--- src/rtl/bin2bcd_seq.sv ---
// Iterative double-dabble converter: unsigned binary to packed BCD plus a
// significant-digit count, one input bit consumed per clock.
`timescale 1ns/1ps
module bin2bcd_seq #(
  parameter int WIDTH  = 16,
  parameter int DIGITS = 5,
  parameter int CW     = 3
) (
  input  logic                  clk,
  input  logic                  rst,
  input  logic                  start,
  input  logic [WIDTH-1:0]      bin,
  output logic                  busy,
  output logic                  done,
  output logic [4*DIGITS-1:0]   bcd,
  output logic [CW-1:0]         ndigits
);

  localparam int BW    = 4 * DIGITS;
  localparam int CNT_W = (WIDTH > 1) ? $clog2(WIDTH) : 1;

  typedef enum logic [1:0] {IDLE, SHIFT, DONE} state_t;

  state_t             state, state_nxt;
  logic               accept;
  logic [WIDTH-1:0]   sr;
  logic [BW-1:0]      acc;
  logic [CNT_W-1:0]   cnt;
  logic [BW-1:0]      acc_adj;
  logic [BW+WIDTH-1:0] shifted;
  logic [BW-1:0]      acc_nxt;
  logic [WIDTH-1:0]   sr_nxt;
  logic               last_bit;

  // Add 3 to every digit that is 5 or more so the following shift carries
  // correctly into the next decimal digit.
  function automatic logic [BW-1:0] dabble_adjust(input logic [BW-1:0] a);
    logic [BW-1:0] r;
    r = a;
    for (int i = 0; i < DIGITS; i++) begin
      if (a[4*i +: 4] >= 4'd5)
        r[4*i +: 4] = a[4*i +: 4] + 4'd3;
    end
    return r;
  endfunction

  // One plus the index of the highest nonzero digit; zero counts as one digit.
  function automatic logic [CW-1:0] count_digits(input logic [BW-1:0] a);
    logic [CW-1:0] n;
    n = CW'(1);
    for (int i = 0; i < DIGITS; i++) begin
      if (a[4*i +: 4] != 4'd0)
        n = CW'(i + 1);
    end
    return n;
  endfunction

  // One double-dabble step: correct digits, then shift {acc, sr} left by one.
  always_comb begin
    acc_adj  = dabble_adjust(acc);
    shifted  = {acc_adj, sr} << 1;
    acc_nxt  = shifted[BW+WIDTH-1 -: BW];
    sr_nxt   = shifted[WIDTH-1:0];
    last_bit = (state == SHIFT) && (cnt == '0);
  end

  // Next-state and status decode; start is only honoured when not busy.
  always_comb begin
    state_nxt = state;
    busy      = 1'b0;
    done      = 1'b0;
    accept    = 1'b0;
    case (state)
      IDLE: begin
        if (start) begin
          accept    = 1'b1;
          state_nxt = SHIFT;
        end
      end
      SHIFT: begin
        busy = 1'b1;
        if (cnt == '0)
          state_nxt = DONE;
      end
      DONE: begin
        done = 1'b1;
        if (start) begin
          accept    = 1'b1;
          state_nxt = SHIFT;
        end else begin
          state_nxt = IDLE;
        end
      end
      default: state_nxt = IDLE;
    endcase
  end

  // State register.
  always_ff @(posedge clk) begin
    if (rst)
      state <= IDLE;
    else
      state <= state_nxt;
  end

  // Shift register, accumulator and bit counter.
  always_ff @(posedge clk) begin
    if (rst) begin
      sr  <= '0;
      acc <= '0;
      cnt <= '0;
    end else if (accept) begin
      sr  <= bin;
      acc <= '0;
      cnt <= CNT_W'(WIDTH - 1);
    end else if (state == SHIFT) begin
      sr  <= sr_nxt;
      acc <= acc_nxt;
      if (cnt != '0)
        cnt <= cnt - 1'b1;
    end
  end

  // Result registers load only from the final step, so partial values never show.
  always_ff @(posedge clk) begin
    if (rst) begin
      bcd     <= '0;
      ndigits <= CW'(1);
    end else if (last_bit) begin
      bcd     <= acc_nxt;
      ndigits <= count_digits(acc_nxt);
    end
  end

endmodule

--- config.mk ---
export PLATFORM = sky130hd
export DESIGN_NAME = bin2bcd_seq
export DESIGN_NICKNAME = d
export VERILOG_FILES = /design/src/rtl/bin2bcd_seq.sv
export SDC_FILE = /design/constraint.sdc
export NUM_CORES = 1
export LEC_CHECK = 0
export CAP_MARGIN = 5
export CORE_ASPECT_RATIO = 0.7
export CORE_MARGIN = 2
export CORE_UTILIZATION = 51
export CTS_BUF_LIST = sky130_fd_sc_hd__clkbuf_8
export DETAILED_ROUTE_END_ITERATION = 6
export PLACE_DENSITY_LB_ADDON = 0.1
export SYNTH_ARGS = -nofsm -noshare
export SYNTH_HDL_FRONTEND = slang
export SYNTH_SLANG_ARGS = --single-unit
--- constraint.sdc ---
create_clock -name clk -period 1.6 [get_ports clk]
set_input_delay 0.32 -clock clk [delete_from_list [all_inputs] [get_ports clk]]
set_output_delay 0.32 -clock clk [all_outputs]
set_load 0.005 [all_outputs]
Word level (Yosys, flattened, before mapping)
Cells that the tools add are included.
{"block": "op_classes", "add_sub_neg": 6, "magnitude_cmp": 5, "eq_ne": 4, "muxes": 22, "reduce_logical": 14}
{"operator": "two-way mux 16 bit", "n": 2}
{"operator": "two-way mux 4 bit", "n": 7}
{"operator": ">= comparator 4 x 3 -> 1 bit (second input constant)", "n": 5}
{"operator": "nonzero test 4 bit", "n": 5}
{"operator": "adder 4 x 2 -> 4 bit (second input constant)", "n": 4}
{"operator": "two-way mux 3 bit", "n": 4}
{"operator": "two-way mux 2 bit", "n": 3}
{"operator": "case mux 2 bit (3 select lines)", "n": 1}
{"operator": "two-way mux 1 bit", "n": 5}
{"operator": "logical NOT 4 bit", "n": 1}
{"operator": "AND reduction 2 bit", "n": 2}
{"operator": "nonzero test 2 bit", "n": 2}
{"operator": "OR reduction 2 bit", "n": 2}
{"operator": "subtractor 4 x 1 -> 4 bit (second input constant)", "n": 1}
{"operator": "adder 3 x 2 -> 3 bit (second input constant)", "n": 1}
{"operator": "== test 2 x 1 -> 1 bit (second input constant)", "n": 1}
{"operator": "== test 2 bit (second input constant)", "n": 1}
{"operator": "logical NOT 2 bit", "n": 1}
{"operator": "inequality test 2 x 1 -> 1 bit (second input constant)", "n": 1}
{"operator": "inequality test 2 bit (second input constant)", "n": 1}
{"operator": "logical AND 1 bit", "n": 1}
{"block": "totals", "ff_bits": 65, "inputBits": 19, "output_inout_bits": 25, "word_cells": 57}

Longest topological paths before layout
Gate-level depths: netlist of run 1.
{"block": "depth", "ltp_word": 7, "ltp_mapped": 8, "depth_no_buf": 8}

Worst setup path before layout of run 1
No wires, ideal clock.
{"block": "synth_timing", "kind": "register -> register", "from": "reg acc[8]", "to": "reg ndigits[0]", "arrival_time_ns": 1.539, "required_time_ns": 1.486, "setup_slack_ns": -0.052, "path_stages_with_launch": 9, "period_less_slack_ns": 1.652, "path_cell_list": "dfxtp_1 inv_1 ha_1 nand2b_1 a21oi_2 mux2i_1 nand3_1 nand2b_1 a21o_1"}
{"block": "synth_via", "elab_chain_cells": 6, "elab_cells_between_ends": 8, "classes_between": "1 x add/sub; 1 x order compare; 4 x mux; 2 x reduce/logical"}
{"element": "start: declaration", "line_no": "27", "rtl": "logic [BW-1:0] acc;"}
{"element": "start signal: assignment", "line_no": "118", "rtl": "acc <= acc_nxt;"}
{"element": "adder 4 x 2 -> 4 bit or >= comparator 4 x 3 -> 1 bit (tied branches)", "line_no": "42, 41"}
{"element": "two-way mux 4 bit (*)", "line_no": "41", "rtl": "if (a[4*i +: 4] >= 4'd5)"}
{"element": "nonzero test 4 bit", "line_no": "52", "rtl": "if (a[4*i +: 4] != 4'd0)"}
{"element": "two-way mux 3 bit", "line_no": "52"}
{"element": "two-way mux 3 bit (*) (2 in series)", "line_no": "52"}
{"element": "end signal: assignment", "line_no": "131", "rtl": "ndigits <= count_digits(acc_nxt);"}
{"element": "end: declaration", "line_no": "16", "rtl": "output logic [CW-1:0] ndigits"}
Every way passes the cells marked *; elsewhere a longest branch is shown, timed or not.
A chain may end at the register's enable or synchronous reset.

Worst setup path after layout of run 1
{"block": "layout_timing", "from": "reg acc[9]", "to": "reg ndigits[0]"}
The elaborated chain is that of the path after synthesis.

==> impl_metrics.py, run 1 <==
metrics = {
    "outcome": {
        "outcome": "complete, but fails checks",
        "violations": "negative setup slack",
    },
    "logic_synthesis": {
        "synth_cell_types": 31,
        "synth_seq_area_share": 0.432,
        "ys_warn_count": 0,
        "synth_nets": 400,
        "syn_avg_cell_area_um2": 8.13,
        "synth.ff_latch_count": 65,
        "synth_ff_type": "dfxtp_1",
        "yosysTopAreaCell": "dfxtp_1",
        "synth_cells": 370,
        "synth-edff-count": 0,
        "synth_top_area_frac": 0.432,
        "synthTopCellsByArea": "dfxtp_1 43%, nand2_1 9.1%, a21oi_1 6.8%",
        "synthArstFlopShare": 0,
        "syn_area_um2": 3010,
    },
    "worst_setup_path": {
        "crit_slowest_cell": "dfxtp_2",
        "path_delay_family": "simple AND/OR/NAND/NOR gates",
        "critPathRequiredTime_ns": 1.84,
        "cp_max_fo": 4,
        "max_stage_delay_ns": 0.36,
        "path_class": "flop to flop",
        "crit_path_end_kind": "flop",
        "critPathLaunchType": "flop",
        "critPathBufInv": 1,
        "path_cells": "inv_4, ha_4, nand2b_4, a21oi_4, mux2i_1, nand3_1, nand2b_1, a21o_1",
        "critPathArrivalTime_ns": 1.94,
    },
    "cts": {
        "root_buffer": "clkbuf_8",
        "holdBufCountCts": 0,
        "cts_max_level": 3,
        "cts_made_buffers": 9,
        "clock_sinks": 65,
        "path_clk_slew_ns": 0.07,
        "tritoncts": "done",
        "cts_buffer_depth": 2,
        "clock_latency_ns": 0.35,
    },
    "pwr": {
        "p_leak_nw": 1.55,
        "ir_drop_mv": 0.435,
        "p_per_area_nw_per_um2": 899,
        "power_mw": 3.77,
    },
    "route": {
        "viasPerCell": 5.38,
        "wl_mm": 7.86,
        "highest_layer": "met4",
        "routedLengthMet1_mm": 3.80,
        "drc": 0,
        "vias": 2824,
        "drt_pass1_iterations": 5,
        "met3_length_um": 335,
        "dr_wl_met2_mm": 3.62,
        "drtAntennaViolNets": 0,
        "first_iter_violations": 127,
        "wl_per_cell_um": 15.0,
    },
    "timing": {
        "period_share": 1.06,
        "worst_pin_slew_ns": 0.368,
        "finalSetupTns_ns": -0.127,
        "clock_skew_ns": 0.00652,
        "setup_viol": 2,
        "setup_slack_ns": -0.0932,
        "maxSlewViolCount": 0,
        "relSlewSlack": 0.753,
        "hold_violations": 0,
        "min_period_ns": 1.69,
        "fmax_ghz": 0.591,
        "grt_setup_unrepaired": "yes",
    },
    "cells_and_area": {
        "areaGrowthSynthToFinish_pct": 39.4,
        "num-nets-final": 475,
        "drive_gt1_frac": 0.256,
        "n_fill_cell": 440,
        "diodes": 0,
    },
    "floorplan": {
        "fp.coreArea_um2": 5700,
        "io_pins": 44,
        "rows": 23,
        "fp.dieW_um": 95.8,
        "die_height_um": 68.3,
        "start_util": 0.528,
        "die_area_um2": 6540,
    },
    "global_route": {
        "grt_start_max_net_pins": 24,
        "track_usage": 0.246,
        "grt_overflow_total": 0,
        "grt_pass1_wl_mm": 12.2,
        "grt_pass1_vias": 2595,
        "antenna_found_initial": 0,
    },
    "placement": {
        "hpwl_mm": 5.17,
        "preCtsSetupSlack_ns": -0.0848,
        "io_buffers": 43,
        "gp_congestion": 0.865,
    },
    "flow_run": {
        "max_cap_viol_count": 0,
    },
    "worst_hold_path": {
        "worst_hold_path_type": "flop to flop",
    },
}
-- metrics by stage --
| stage | cells | hold WS (ns) | utilization | instance area, µm² |
|---|---|---|---|---|
| floorplan | 370 | 0.436 | - | 3030 |
| global placement | 501 | 0.443 | 0.657 | 3750 |
| detailed placement | 501 | 0.447 | 0.657 | 3750 |
| CTS | 522 | 0.455 | 0.710 | 4050 |
| global route | 525 | 0.478 | 0.736 | 4190 |
| finish | 525 | 0.463 | 0.736 | 4190 |
-- routing by layer --
layer,up-vias,GRT usage
met5,-,0
met4,0,0.0893
met3,13,0.0551
met2,64,0.390
met1,1328,0.331
li1,1419,-
-- cells in the mapped netlist, types with 7 or more instances --
master / count
inv_1: 13
dfxtp_1: 65
a21oi_1: 41
nor3_1: 11
clkbuf_1: 10
o21ai_0: 9
mux2i_1: 10
nor2_1: 38
nand2_1: 73
a211oi_1: 16
nand2b_1: 10
a311oi_1: 8
ha_1: 11
nor3b_1: 9
o22ai_1: 7
-- registers in the layout (all words and copies together) (netlist names) --
name and cells:
acc 20, bcd 20, cnt 4, ndigits 3
sr 16, state 2
-- worst paths after layout --
| check | startpoint | to | cells past startpoint | slack, ns |
|---|---|---|---|---|
| setup / recovery | acc[9] | ndigits[0] | 8 | -0.09 |
| hold / removal | bcd[10] | bcd[10] | 2 | 0.46 |
| setup reg to reg | acc[9] | ndigits[0] | 8 | -0.09 |
| hold reg to reg | bcd[10] | bcd[10] | 2 | 0.46 |
-- where the power goes --
part	leakage, nW	internal (mW)	switching [mW]
combinational	0.929	0.339	0.361
clock	0.0911	0.638	0.652
sequential	0.535	1.71	0.0667
total	1.55	2.69	1.08
-- cells by family after synthesis --
family	after synthesis	share of synthesized area
simple gates	154	0.232
xor+xnor	6	0.0175
fa+ha+maj	11	0.0457
compound gates	89	0.186
mux	10	0.0333
flops	65	0.432
buf+inv	35	0.0532
-- worst register-to-register path: stages, from the launching register on --
cell and delay, ns:
dfxtp_2 0.36, inv_4 0.06, ha_4 0.14, nand2b_4 0.14, a21oi_4 0.14, mux2i_1 0.27, nand3_1 0.15, nand2b_1 0.17
a21o_1 0.15
-- final cells by class --
class / instances / area, µm² / area share
repair buffers: 86 / 803 / 0.192
clock inverters: 5 / 30.0 / 0.00716
clock buffers: 11 / 151 / 0.0361
inverters: 13 / 53.8 / 0.0128
flip-flops and latches: 65 / 1320 / 0.314
well taps: 75 / 93.8 / 0.0224
multi-input cells: 270 / 1750 / 0.416
-- layout by cell type (no fill, tap or decap), drive strengths merged --
master	count
nor2b	2
dlygate4sd2	2
buf	42
a311oi	8
dfxtp	65
inv	13
and3	2
ha	11
a21oi	46
a21o	1
clkbuf	12
nor3b	9
clkdlybuf4s50	41
nor3	12
nor2	38
nand2b	10
o22ai	7
nor4	1
mux2i	10
and2	1
nand2	73
o211ai	1
nand3	6
clkinv	3
o21ai	10
xnor2	6
clkinvlp	2
a211oi	16
-- what timing repair did --
item	CTS	global route
gates resized for setup	25	36
pin swaps	9	11
endpoints found under the setup margin	6	35
setup buffers	5	3
gates cloned	0	1
No activity file was read; power rests on OpenSTA's default activity.
==> run 2, diff against run 1 <==
ABC_AREA = 1   (was default)
CORE_UTILIZATION = 35   (was 51)
==> run 2 against run 1 <==
The flow now finishes without violations. Via count up 5.6%. Critical path type unchanged. Final area is 3.5% higher. Critical path depth increased by 3. Area after synthesis grew 1.4%. Flip-flop and latch count stayed put. Clock power is 5% higher.
==> impl_metrics.py, run 2 <==
metrics = {
    "pwr": {
        "comb_power_share": 0.239,
        "p_per_area_nw_per_um2": 964,
        "p_sw_mw": 1.26,
        "seqPwrFrac": 0.435,
        "ir_drop_mv": 0.590,
        "sw_frac_of_total": 0.302,
        "p_leak_nw": 2.03,
        "internal-power_mw": 2.92,
        "clockPowerShare": 0.325,
    },
    "global_route": {
        "grt_overflow_total": 0,
        "track_usage": 0.181,
        "grt_pass1_vias": 2705,
        "grt_use_met3": 0.0489,
        "met2_usage": 0.268,
        "grt_pass1_wl_mm": 13.1,
        "antenna_found_initial": 0,
        "grt_start_max_net_pins": 19,
        "top_usage_layer": "met2",
        "grtUsageMet1": 0.259,
    },
    "worst_hold_path": {
        "worst_hold_path_type": "flop to flop",
    },
    "cts": {
        "cts_made_buffers": 9,
        "clock_sinks": 65,
        "holdBufCountCts": 0,
        "root_buffer": "clkbuf_8",
        "cts_buffer_depth": 2,
        "tritoncts": "done",
        "cts_max_level": 3,
        "clock_latency_ns": 0.35,
        "path_clk_slew_ns": 0.07,
    },
    "route": {
        "drt_pass1_iterations": 5,
        "drc": 0,
        "drtAntennaViolNets": 0,
        "vias": 2981,
        "wl_mm": 8.21,
        "first_iter_violations": 148,
        "viasPerCell": 4.64,
        "wl_per_cell_um": 12.8,
    },
    "logic_synthesis": {
        "yosysTopAreaCell": "dfxtp_1",
        "synth.ff_latch_count": 65,
        "syn_area_um2": 3050,
        "synth_nets": 453,
        "synth_seq_area_share": 0.427,
        "synth_top_area_frac": 0.427,
        "ys_warn_count": 0,
        "syn_avg_cell_area_um2": 7.21,
        "yosysMostFrequentCell": "inv_1",
        "synth-edff-count": 0,
        "synth_ff_type": "dfxtp_1",
        "synthArstFlopShare": 0,
        "synth_cell_types": 27,
        "synthTopCellsByArea": "dfxtp_1 43%, o21ai_0 11%, inv_1 8.4%",
        "synth_common_cells": "68 x inv_1, 65 x dfxtp_1, 65 x nand2_1, 65 x o21ai_0, 44 x nor2_1",
        "synth_cells": 423,
    },
    "cells_and_area": {
        "layout_commonest_cell": "inv_1",
        "multiInputGateArea_um2": 1560,
        "drive_gt1_frac": 0.245,
        "post-route-util": 0.514,
        "final_cells": 642,
        "layout_common_cells": "62 x inv_1, 61 x o21ai_0, 57 x dfxtp_1, 55 x buf_4, 49 x nand2_1",
        "num-nets-final": 548,
        "regArea_um2": 1310,
        "reg.largest.list": "acc: 20 flops, bcd: 20 flops, sr: 16 flops",
        "n_fill_cell": 861,
        "areaGrowthSynthToFinish_pct": 42.2,
        "diodes": 0,
    },
    "timing": {
        "relSlewSlack": 0.795,
        "maxSlewViolCount": 0,
        "clock_skew_ns": 0.00784,
        "worst_pin_slew_ns": 0.305,
        "period_share": 0.966,
        "min_period_ns": 1.55,
        "fmax_ghz": 0.647,
        "hold_violations": 0,
        "finalSetupTns_ns": 0,
        "setup_viol": 0,
        "setup_slack_ns": 0.0547,
        "hold_ws_ns": 0.461,
    },
    "worst_setup_path": {
        "critPathRequiredTime_ns": 1.84,
        "crit_path_end_kind": "flop",
        "path_class": "flop to flop",
        "critPathArrivalTime_ns": 1.79,
        "cp_max_fo": 4,
        "critPathLaunchType": "flop",
    },
    "floorplan": {
        "rows": 28,
        "fp.dieW_um": 116,
        "die_area_um2": 9490,
        "start_util": 0.361,
        "io_pins": 44,
        "die_height_um": 82.1,
        "fp.coreArea_um2": 8440,
    },
    "placement": {
        "hpwl_mm": 5.85,
        "numPlacedInstances": 617,
        "io_buffers": 43,
        "gp_congestion": 0.872,
        "preCtsSetupSlack_ns": -0.108,
    },
    "flow_run": {
        "max_cap_viol_count": 0,
    },
    "outcome": {
        "outcome": "finished clean",
    },
}
-- run 2: logic make-up (layout without fill, tap and decap cells) --
logic type | Yosys count | count (layout) | synth area share
AOI/OAI and AO/OA | 114 | 114 | 0.208
xor gates and xnor gates | 1 | 1 | 0.00287
adders and majority gates | 11 | 11 | 0.0451
buffers and inverters | 87 | 186 | 0.110
DFF | 65 | 65 | 0.427
and+or+nand+nor | 145 | 145 | 0.208
-- run 2: final cells by class --
class	count	share of cell area
flip-flops and latches	65	0.303
clock inverters	6	0.0138
multi-input cells	271	0.358
repair buffers	99	0.198
clock buffers	9	0.0285
well taps	120	0.0346
inverters	72	0.0634
-- run 2: per-stage QoR --
step                total power, mW  cell area (µm²)
floorplan                      2.33             3050
CTS                            4.14             4160
finish                         4.18             4340
global route                   4.42             4340
global placement               2.73             3930
detailed placement             2.74             3930
-- run 2: final timing paths --
path / end / slack [ns] / cells after the start / startpoint
worst min-delay path: ndigits[1] / 0.46 / 2 / ndigits[1]
worst max register to register: ndigits[2] / 0.05 / 11 / acc[8]
worst max-delay path: ndigits[2] / 0.05 / 11 / acc[8]
worst min register to register: ndigits[1] / 0.46 / 2 / ndigits[1]
-- run 2: timing repair --
item | CTS | global route
buffers inserted | 3 | 7
gates resized for setup | 20 | 40
setup endpoints to repair | 4 | 10
pin swaps | 4 | 10
-- run 2: power by group through the flow --
stage          clock [mW]  combinational (mW)  sequential [mW]
6_report             1.36                1.00             1.82
3_5_place_dp            0               0.889             1.85
2_1_floorplan           0               0.486             1.84
3_3_place_gp            0               0.883             1.85
4_1_cts              1.40               0.920             1.82
5_1_grt              1.46                1.12             1.84
-- run 2: worst max-delay path, cell delays in order, from the launching register on --
cell and delay, ns:
dfxtp_2 0.32, buf_4 0.13, ha_1 0.19, nand2_2 0.09
nand2_1 0.06, nand3_1 0.09, nand2_2 0.06, nor2_2 0.16
nand2_2 0.09, nor2_4 0.09, buf_4 0.11, nor2_1 0.03
-- run 2: metal layers --
| layer | wire [µm] | vias up |
|---|---|---|
| li1 | - | 1573 |
| met1 | 4250 | 1343 |
| met2 | 3500 | 59 |
| met3 | 387 | 6 |
| met4 | 78 | 0 |
| met5 | 0 | - |
